### src/rtl/axi_rd_arbiter_if.sv
// AXI4 read-channel bundle (AR + R) between the arbiter (master) and the memory slave.
interface axi_rd_arbiter_if;
   logic [3:0]  m_axi_arid;
   logic [29:0] m_axi_araddr;
   logic [7:0]  m_axi_arlen;
   logic [2:0]  m_axi_arsize;
   logic [1:0]  m_axi_arburst;
   logic        m_axi_arvalid;
   logic        m_axi_arready;
   logic [63:0] m_axi_rdata;
   logic [1:0]  m_axi_rresp;
   logic        m_axi_rlast;
   logic        m_axi_rvalid;
   logic        m_axi_rready;

   modport master (
      output m_axi_arid, m_axi_araddr, m_axi_arlen, m_axi_arsize, m_axi_arburst,
      output m_axi_arvalid, m_axi_rready,
      input  m_axi_arready, m_axi_rdata, m_axi_rresp, m_axi_rlast, m_axi_rvalid
   );

   modport slave (
      input  m_axi_arid, m_axi_araddr, m_axi_arlen, m_axi_arsize, m_axi_arburst,
      input  m_axi_arvalid, m_axi_rready,
      output m_axi_arready, m_axi_rdata, m_axi_rresp, m_axi_rlast, m_axi_rvalid
   );
endinterface

### src/rtl/axi_rd_arbiter.sv
// Two-requester round-robin AXI4 read arbiter; one burst outstanding, data shared on rd_data.
module axi_rd_arbiter (
   input  logic             clk,
   input  logic             rst_n,
   input  logic [1:0]       rd_req,
   input  logic [29:0]      rd_addr0,
   input  logic [29:0]      rd_addr1,
   input  logic [7:0]       rd_len0,
   input  logic [7:0]       rd_len1,
   output logic [1:0]       rd_grant,
   output logic [1:0]       rd_dvalid,
   output logic [63:0]      rd_data,
   output logic             rd_last,
   output logic [1:0]       rd_done,
   axi_rd_arbiter_if.master axi
);

   typedef enum logic [1:0] {StIdle, StAr, StR} state_e;

   state_e      state_q, state_d;
   logic        arvalid_q, arvalid_d;
   logic [1:0]  grant_q, grant_d;
   logic [1:0]  done_q, done_d;
   logic [7:0]  cnt_q, cnt_d;
   logic [29:0] addr_q, addr_d;
   logic [7:0]  len_q, len_d;
   logic        owner_q, owner_d;
   logic        last_owner_q, last_owner_d;

   logic        sel;
   logic        in_r;
   logic        r_hs;
   logic        term;

   // Requester 1 wins when alone, or on a tie when requester 0 was served last.
   assign sel  = rd_req[1] & ~(rd_req[0] & last_owner_q);
   assign in_r = (state_q == StR);
   assign r_hs = axi.m_axi_rvalid & in_r;
   assign term = r_hs & (axi.m_axi_rlast | (cnt_q == len_q));

   always_comb begin
      state_d      = state_q;
      arvalid_d    = arvalid_q;
      grant_d      = 2'b00;
      done_d       = 2'b00;
      cnt_d        = cnt_q;
      addr_d       = addr_q;
      len_d        = len_q;
      owner_d      = owner_q;
      last_owner_d = last_owner_q;
      unique case (state_q)
         StIdle: begin
            // Hold off while rd_done is pulsing so grant and done never coincide.
            if ((rd_req != 2'b00) && (done_q == 2'b00)) begin
               state_d      = StAr;
               arvalid_d    = 1'b1;
               grant_d      = sel ? 2'b10 : 2'b01;
               owner_d      = sel;
               last_owner_d = sel;
               addr_d       = sel ? rd_addr1 : rd_addr0;
               len_d        = sel ? rd_len1 : rd_len0;
            end
         end
         StAr: begin
            cnt_d = 8'd0;
            if (arvalid_q && axi.m_axi_arready) begin
               state_d   = StR;
               arvalid_d = 1'b0;
            end
         end
         StR: begin
            if (r_hs) begin
               cnt_d = cnt_q + 8'd1;
            end
            if (term) begin
               state_d = StIdle;
               done_d  = owner_q ? 2'b10 : 2'b01;
            end
         end
         default: begin
            state_d   = StIdle;
            arvalid_d = 1'b0;
         end
      endcase
   end

   always_ff @(posedge clk or negedge rst_n) begin
      if (!rst_n) begin
         state_q      <= StIdle;
         arvalid_q    <= 1'b0;
         grant_q      <= 2'b00;
         done_q       <= 2'b00;
         cnt_q        <= 8'd0;
         addr_q       <= 30'd0;
         len_q        <= 8'd0;
         owner_q      <= 1'b0;
         last_owner_q <= 1'b1;
      end else begin
         state_q      <= state_d;
         arvalid_q    <= arvalid_d;
         grant_q      <= grant_d;
         done_q       <= done_d;
         cnt_q        <= cnt_d;
         addr_q       <= addr_d;
         len_q        <= len_d;
         owner_q      <= owner_d;
         last_owner_q <= last_owner_d;
      end
   end

   assign rd_grant  = grant_q;
   assign rd_done   = done_q;
   assign rd_data   = axi.m_axi_rdata;
   assign rd_dvalid = {owner_q & r_hs, ~owner_q & r_hs};
   assign rd_last   = r_hs & axi.m_axi_rlast;

   assign axi.m_axi_arid    = {3'b000, owner_q};
   assign axi.m_axi_araddr  = addr_q;
   assign axi.m_axi_arlen   = len_q;
   assign axi.m_axi_arsize  = 3'b011;
   assign axi.m_axi_arburst = 2'b01;
   assign axi.m_axi_arvalid = arvalid_q;
   assign axi.m_axi_rready  = in_r;

endmodule

### src/flat_wrapper.sv
// flat-port wrapper written by rule: the top's interface ports become plain ports
module axi_rd_arbiter_flat 
  (clk, rst_n, rd_req, rd_addr0, rd_addr1, rd_len0, rd_len1, rd_grant, rd_dvalid, rd_data, rd_last, rd_done, axi_m_axi_arid, axi_m_axi_araddr, axi_m_axi_arlen, axi_m_axi_arsize, axi_m_axi_arburst, axi_m_axi_arvalid, axi_m_axi_rready, axi_m_axi_arready, axi_m_axi_rdata, axi_m_axi_rresp, axi_m_axi_rlast, axi_m_axi_rvalid);
  axi_rd_arbiter_if axi_i ();
  input  logic clk;
  input  logic rst_n;
  input  logic [1:0] rd_req;
  input  logic [29:0] rd_addr0;
  input  logic [29:0] rd_addr1;
  input  logic [7:0] rd_len0;
  input  logic [7:0] rd_len1;
  output logic [1:0] rd_grant;
  output logic [1:0] rd_dvalid;
  output logic [63:0] rd_data;
  output logic rd_last;
  output logic [1:0] rd_done;
  output wire logic [$bits(axi_i.m_axi_arid)-1:0] axi_m_axi_arid;
  output wire logic [$bits(axi_i.m_axi_araddr)-1:0] axi_m_axi_araddr;
  output wire logic [$bits(axi_i.m_axi_arlen)-1:0] axi_m_axi_arlen;
  output wire logic [$bits(axi_i.m_axi_arsize)-1:0] axi_m_axi_arsize;
  output wire logic [$bits(axi_i.m_axi_arburst)-1:0] axi_m_axi_arburst;
  output wire logic [$bits(axi_i.m_axi_arvalid)-1:0] axi_m_axi_arvalid;
  output wire logic [$bits(axi_i.m_axi_rready)-1:0] axi_m_axi_rready;
  input wire logic [$bits(axi_i.m_axi_arready)-1:0] axi_m_axi_arready;
  input wire logic [$bits(axi_i.m_axi_rdata)-1:0] axi_m_axi_rdata;
  input wire logic [$bits(axi_i.m_axi_rresp)-1:0] axi_m_axi_rresp;
  input wire logic [$bits(axi_i.m_axi_rlast)-1:0] axi_m_axi_rlast;
  input wire logic [$bits(axi_i.m_axi_rvalid)-1:0] axi_m_axi_rvalid;
  assign axi_m_axi_arid = axi_i.m_axi_arid;
  assign axi_m_axi_araddr = axi_i.m_axi_araddr;
  assign axi_m_axi_arlen = axi_i.m_axi_arlen;
  assign axi_m_axi_arsize = axi_i.m_axi_arsize;
  assign axi_m_axi_arburst = axi_i.m_axi_arburst;
  assign axi_m_axi_arvalid = axi_i.m_axi_arvalid;
  assign axi_m_axi_rready = axi_i.m_axi_rready;
  assign axi_i.m_axi_arready = axi_m_axi_arready;
  assign axi_i.m_axi_rdata = axi_m_axi_rdata;
  assign axi_i.m_axi_rresp = axi_m_axi_rresp;
  assign axi_i.m_axi_rlast = axi_m_axi_rlast;
  assign axi_i.m_axi_rvalid = axi_m_axi_rvalid;
  axi_rd_arbiter u_core (.clk(clk), .rst_n(rst_n), .rd_req(rd_req), .rd_addr0(rd_addr0), .rd_addr1(rd_addr1), .rd_len0(rd_len0), .rd_len1(rd_len1), .rd_grant(rd_grant), .rd_dvalid(rd_dvalid), .rd_data(rd_data), .rd_last(rd_last), .rd_done(rd_done), .axi(axi_i));
endmodule
### config.mk
export PLATFORM = sky130hd
export DESIGN_NAME = axi_rd_arbiter_flat
export DESIGN_NICKNAME = d
export VERILOG_FILES = /design/src/rtl/axi_rd_arbiter_if.sv /design/src/rtl/axi_rd_arbiter.sv /design/src/flat_wrapper.sv
export SDC_FILE = /design/constraint.sdc
export NUM_CORES = 1
export LEC_CHECK = 0
export BUFFER_PORTS_ARGS = -buffer_cell sky130_fd_sc_hd__buf_2
export CORE_AREA = 3 3 103 105
export DETAILED_ROUTE_END_ITERATION = 7
export DIE_AREA = 0 0 106 108
export GPL_TIMING_DRIVEN = 0
export HOLD_SLACK_MARGIN = 0.03
export PLACE_DENSITY = 0.69
export SYNTH_ARGS = -nofsm -noshare
export SYNTH_HDL_FRONTEND = slang
export SYNTH_SLANG_ARGS = --single-unit
### constraint.sdc
create_clock -name clk -period 3.04 [get_ports clk]
set_input_delay 0.304 -clock clk [delete_from_list [all_inputs] [get_ports clk]]
set_output_delay 0.304 -clock clk [all_outputs]
set_load 0.05 [all_outputs]
==> flow_summary.ini, run 1 <==
[outcome]
status = complete, no violations

[clocking]
htree_levels = 2
clockBufferDepth = 2
numCtsBuffers = 5
clk_pin_slew_ns = 0.09
clk_latency_ns = 0.30
ctsHoldBuffers = 0
cts.sinks = 55
clock-root-buffer = clkbuf_8
cts_tree = done
cts_setup_buffers = 0
cts_resized = 0

[yosys]
synth_seq_area_share_pct = 42.9
yosys-top-cells-area = dfrtp_1, buf_4, mux2i_1, a21oi_1, nor2_1
yosysTopAreaCell = dfrtp_1
synth_ff_type = dfrtp_1
netlist_area_um2 = 3210
async_reset_ff_share_pct = 100
synthTopCellsByCount = buf_4, dfrtp_1, mux2i_1, nor2_1, a21oi_1
ys_seq_elements = 55
synth_edf_count = 0
yosysWarnings = 0
synth.top_cell.area_share_pct = 42.1
syn_inst = 326
yosysUniqueCellTypes = 34
synth.most_common_cell = buf_4
syn_avg_cell_area_um2 = 9.84

[drt]
drtPass1Iterations = 4
ant_nets = 0
wl_per_cell_um = 13.9
dr.first_iter.drc_count = 50
routed_wl_um = 9240
via_count = 2918
via_per_inst = 4.37
drc = 0

[placement]
io_buffers = 194
place_area_um2 = 4370
place.gp.congestion = 0.781
hpwl_um = 7550
dp_cells = 659

[power]
total_power_w = 0.00426
pwr_density_cell_nw_per_um2 = 958
power_leakage_nw = 2.42
irDropWorstVdd_mv = 0.507

[sta]
fmaxAchievable_mhz = 498
final.min_clock_period_ns = 2.01
setup_viol = 0
worst_slew_pin_slew_ns = 0.723
rsz0062_at_grt = no
slew_headroom_pct = 51.8
drv_slew = 0
finalHoldViolations = 0
setup_tns_ns = 0
timing.final.crit_share_pct = 66.1
fin_worst_skew_ns = 0.0106

[final_layout]
finish.utilization_pct = 45.7
area_growth_pct = 38.7
nFillCells = 960
fin_nets = 683
stdcell_area_um2 = 4450
drive_gt1_share_pct = 54.7
num_antenna_cells = 0
layout.cells.non_filler = 667

[critical_path]
cpMaxStageDelayCell = dfrtp_1
start_kind = flop
path_cells = buf_2 > and3b_1 > clkbuf_1 > and2_1 > buf_2
path_max_fanout = 10
cpPeakStageDelay_ns = 0.36
worstSetupPathType = flop to primary output
end_kind = primary output
cp_data_arrival_time_ns = 1.70
required_ns = 2.74
crit_path_frequent_cell = buf_2
r2r_cells = 5

[floorplanning]
pin_count = 269
start_util_pct = 33.0
dieWidth_um = 106
die_h_um = 108
dieArea_um2 = 11400
coreArea_um2 = 9730
rows = 36

[grt]
grt_pass1_vias = 2759
grtUsageTotal_pct = 15.2
grt_pass1_wl_um = 13900
antenna_found_initial = 1
grt_remaining_overflow = 0
grt_max_degree = 56

[hold_path]
hold_path.class = input port to async pin

[flow_run]
maxCapViolations = 0
layout by cell type (no fill, tap or decap), types with 2 or more instances in the layout:
cell / instances
dfrtp_1: 54
clkbuf_8: 5
mux2i_1: 43
nand3_1: 3
buf_4: 74
buf_6: 7
nor4_1: 3
clkbuf_1: 4
conb_1: 8
buf_2: 199
a21oi_1: 41
and2_1: 3
nand4_1: 2
and3_1: 3
or2_2: 2
mux2_2: 2
xor2_1: 8
o21ai_0: 3
nor2_1: 43
nand2_1: 12
metal layers:
layer	share of wire (%)	global-route usage (%)	wire length (µm)	vias to the layer above
met5	0.12	0	11	-
met4	0.79	3.33	73	2
met3	9.8	4.36	907	8
met2	52	28.4	4800	157
met1	37	17.3	3440	1326
li1	-	-	-	1425
path summary, 6_finish.rpt:
| check | start | to | slack, ns |
|---|---|---|---|
| max | u_core.state_q[0]$_DFFE_PN0P_ | rd_dvalid[1] | 1.03 |
| min | rst_n | u_core.axi.m_axi_araddr[17]$_DFFE_PN0P_ | 0.05 |
| max reg2reg | u_core.state_q[1]$_DFFE_PN0P_ | u_core.axi.m_axi_araddr[16]$_DFFE_PN0P_ | 1.22 |
| min reg2reg | u_core.cnt_q[7]$_DFFE_PN0P_ | u_core.cnt_q[7]$_DFFE_PN0P_ | 0.50 |
| max in group asynchronous | rst_n | u_core.axi.m_axi_araddr[2]$_DFFE_PN0P_ | 2.51 |
| min in group clk | axi_m_axi_arready | u_core.axi.m_axi_arvalid$_DFFE_PN0P_ | 0.25 |
metrics by stage:
| stage | hold WS, ns | setup slack, ns |
|---|---|---|
| floorplan | 0.00841 | 1.24 |
| global placement | 0.481 | 1.22 |
| detailed placement | 0.495 | 1.20 |
| CTS | 0.225 | 1.01 |
| global route | 0.103 | 0.914 |
| finish | 0.0526 | 1.03 |
cell type report:
cell class                      count  area, µm²  area share, %
Timing Repair Buffer              194        973           21.9
Clock buffer                        8       80.1           1.80
Sequential cell                    55       1380           31.0
Tap cell                          133        166           3.74
Multi-Input combinational cell    188       1180           26.6
Buffer                             88        664           14.9
Inverter                            1       3.75         0.0843
where the power goes:
group	total, W	switching, W	internal (W)
Sequential	0.00124	0.000203	0.00104
Combinational	0.00262	0.00188	0.000740
Clock	0.000397	0.000232	0.000165
Total	0.00426	0.00232	0.00194
sequential cells by signal (all words and copies together), names as in the netlist:
signal,count
u_core.axi.m_axi_araddr,30
u_core.axi.m_axi_arlen,8
u_core.axi.m_axi_arvalid,1
u_core.cnt_q,8
u_core.last_owner_q,1
u_core.owner_q,1
u_core.rd_done,2
u_core.rd_grant,2
u_core.state_q,2
cells by family after synthesis:
group,Yosys count,share of synthesized area (%)
xor gates and xnor gates,8,2.18
AOI/OAI and AO/OA,48,7.88
adders and majority gates,1,0.390
DFF,55,42.9
and+or+nand+nor,78,11.4
other,2,0.234
muxes,45,14.1
buffers and inverters,89,20.8
worst max-delay path, delay by kind of cell (launching register included):
family / cells / cell delay [ns]
buf+inv: 3 / 0.65
simple gates: 2 / 0.39
flops: 1 / 0.36
Note: power is estimated with default switching activity, not from simulation.
==> inputs of run 2 (changes only) <==
--- a/config.mk
+++ b/config.mk
@@ -11,7 +11,7 @@
 export DIE_AREA = 0 0 106 108
 export GPL_TIMING_DRIVEN = 0
 export HOLD_SLACK_MARGIN = 0.03
-export PLACE_DENSITY = 0.69
+export PLACE_DENSITY = 0.72
 export SYNTH_ARGS = -nofsm -noshare
 export SYNTH_HDL_FRONTEND = slang
 export SYNTH_SLANG_ARGS = --single-unit
==> constraint.sdc (replaced) <==
create_clock -name clk -period 1.8 [get_ports clk]
set_input_delay 0.18 -clock clk [delete_from_list [all_inputs] [get_ports clk]]
set_output_delay 0.18 -clock clk [all_outputs]
set_load 0.05 [all_outputs]
==> flow_summary.ini, run 2 (synthesis results as in run 1) <==
[drt]
wl_per_cell_um = 14.1
routed_wl_um = 9450
ant_nets = 0
drtPass1Iterations = 4
via_per_inst = 4.46
dr.first_iter.drc_count = 114
via_count = 2981
drc = 0

[floorplanning]
start_util_pct = 33.0
die_h_um = 108
rows = 36
dieWidth_um = 106
pin_count = 269
coreArea_um2 = 9730
dieArea_um2 = 11400

[grt]
grt_pass1_wl_um = 14100
grt_pass1_vias = 2819
antenna_found_initial = 0
grt_max_degree = 56
grt_remaining_overflow = 0
grtUsageTotal_pct = 15.5

[sta]
drv_slew = 0
fin_worst_skew_ns = 0.0102
setup_viol = 0
slew_headroom_pct = 52.6
rsz0062_at_grt = no
worst_slew_pin_slew_ns = 0.710
final.min_clock_period_ns = 1.69
timing.final.crit_share_pct = 94.0
fmaxAchievable_mhz = 591
finalHoldViolations = 0

[critical_path]
cp_data_arrival_time_ns = 1.51
critPathBufInv = 2
start_kind = flop
required_ns = 1.62
cpPeakStageDelay_ns = 0.37
path_max_fanout = 10
path_cells = buf_2 > and3b_2 > and2_1 > buf_4
cpMaxStageDelayCell = dfrtp_1
worstSetupPathType = flop to primary output
end_kind = primary output
critPathTopFamily = simple AND/OR/NAND/NOR gates

[final_layout]
drive_gt1_share_pct = 56.7
stdcell_area_um2 = 4570
largest_register_ffs = 30
finish.utilization_pct = 47.0
area_growth_pct = 42.6
fin_nets = 685
mostFrequentLayoutCells = buf_2, buf_4, dfrtp_1
layout_commonest_cell = buf_2
num_antenna_cells = 0

[clocking]
cts_tree = done
htree_levels = 2
clock-root-buffer = clkbuf_8
clk_latency_ns = 0.32
numCtsBuffers = 5
clk_pin_slew_ns = 0.11
cts.sinks = 55
clockBufferDepth = 2

[placement]
place_area_um2 = 4370
place.gp.congestion = 0.800
hpwl_um = 7580
io_buffers = 194

[power]
irDropWorstVdd_mv = 0.874
power_leakage_nw = 2.46
pwr_density_cell_nw_per_um2 = 1680

[outcome]
status = complete, no violations

[flow_run]
maxCapViolations = 0

[hold_path]
hold_path.class = input port to flop
-- run 2: worst register-to-register path, delay by kind of cell, from the launching register on --
family	cells	cell delay [ns]
AOI/OAI and AO/OA	1	0.08
buffers and inverters	3	0.46
and+or+nand+nor	2	0.60
DFF	1	0.43
-- run 2: what timing repair did --
action	in CTS	in global routing
hold endpoints to repair	0	54
endpoints found under the setup margin	40	11
hold buffers	0	1
gates cloned	0	0
gates resized for setup	2	8
pin swaps	1	0
buffers inserted	1	1
-- run 2: cell type report --
| type | instances | area (µm²) |
|---|---|---|
| fillers | 965 | 5150 |
| flip-flops and latches | 55 | 1380 |
| multi-input cells | 188 | 1200 |
| repair buffers | 197 | 1020 |
| plain buffers | 87 | 664 |
| well taps | 133 | 166 |
| clock buffers | 5 | 68.8 |
| clock inverters | 3 | 67.6 |
| inverters | 1 | 3.75 |
-- run 2: path summary, 6_finish.rpt --
path                                               start                                 endpoint  slack, ns  depth (start not counted)
setup reg to reg           u_core.state_q[1]$_DFFE_PN0P_  u_core.axi.m_axi_araddr[19]$_DFFE_PN0P_       0.11                          6
max in group asynchronous                          rst_n              u_core.rd_done[1]$_DFF_PN0_       0.84                          2
min in group asynchronous                          rst_n  u_core.axi.m_axi_araddr[26]$_DFFE_PN0P_       0.45                          2
setup / recovery           u_core.state_q[0]$_DFFE_PN0P_                                  rd_last       0.11                          4
hold / removal                         axi_m_axi_arready     u_core.axi.m_axi_arvalid$_DFFE_PN0P_       0.07                          2
hold reg to reg              u_core.cnt_q[7]$_DFFE_PN0P_              u_core.cnt_q[7]$_DFFE_PN0P_       0.51                          1
-- run 2: per-layer routing --
layer,vias to the layer above,GRT usage [%],routed length [µm]
met3,10,4.66,918
met1,1374,17.9,3530
li1,1428,-,-
met2,169,28.0,4910
met4,0,3.89,94
met5,-,0,0
-- run 2: power by group --
group | switching (W) | leakage, nW | internal, W
Sequential | 0.000349 | 0.639 | 0.00175
Clock | 0.000448 | 0.0644 | 0.000555
Combinational | 0.00325 | 1.76 | 0.00131
Total | 0.00404 | 2.46 | 0.00362
-- run 2: metrics by stage --
| step | power (W) | cells | TNS [ns] | hold WS (ns) | worst slack, ns |
|---|---|---|---|---|---|
| 2_1_floorplan | 0.00549 | 332 | 0 | -0.116 | 0.0149 |
| 3_3_place_gp | 0.00655 | 659 | -2.04 | 0.413 | -0.0913 |
| 3_5_place_dp | 0.00664 | 659 | -2.97 | 0.426 | -0.129 |
| 4_1_cts | 0.00771 | 667 | 0 | 0.0668 | 0.0190 |
| 5_1_grt | 0.00814 | 669 | 0 | 0.0928 | 0.00814 |
| 6_report | 0.00766 | 669 | 0 | 0.0745 | 0.108 |
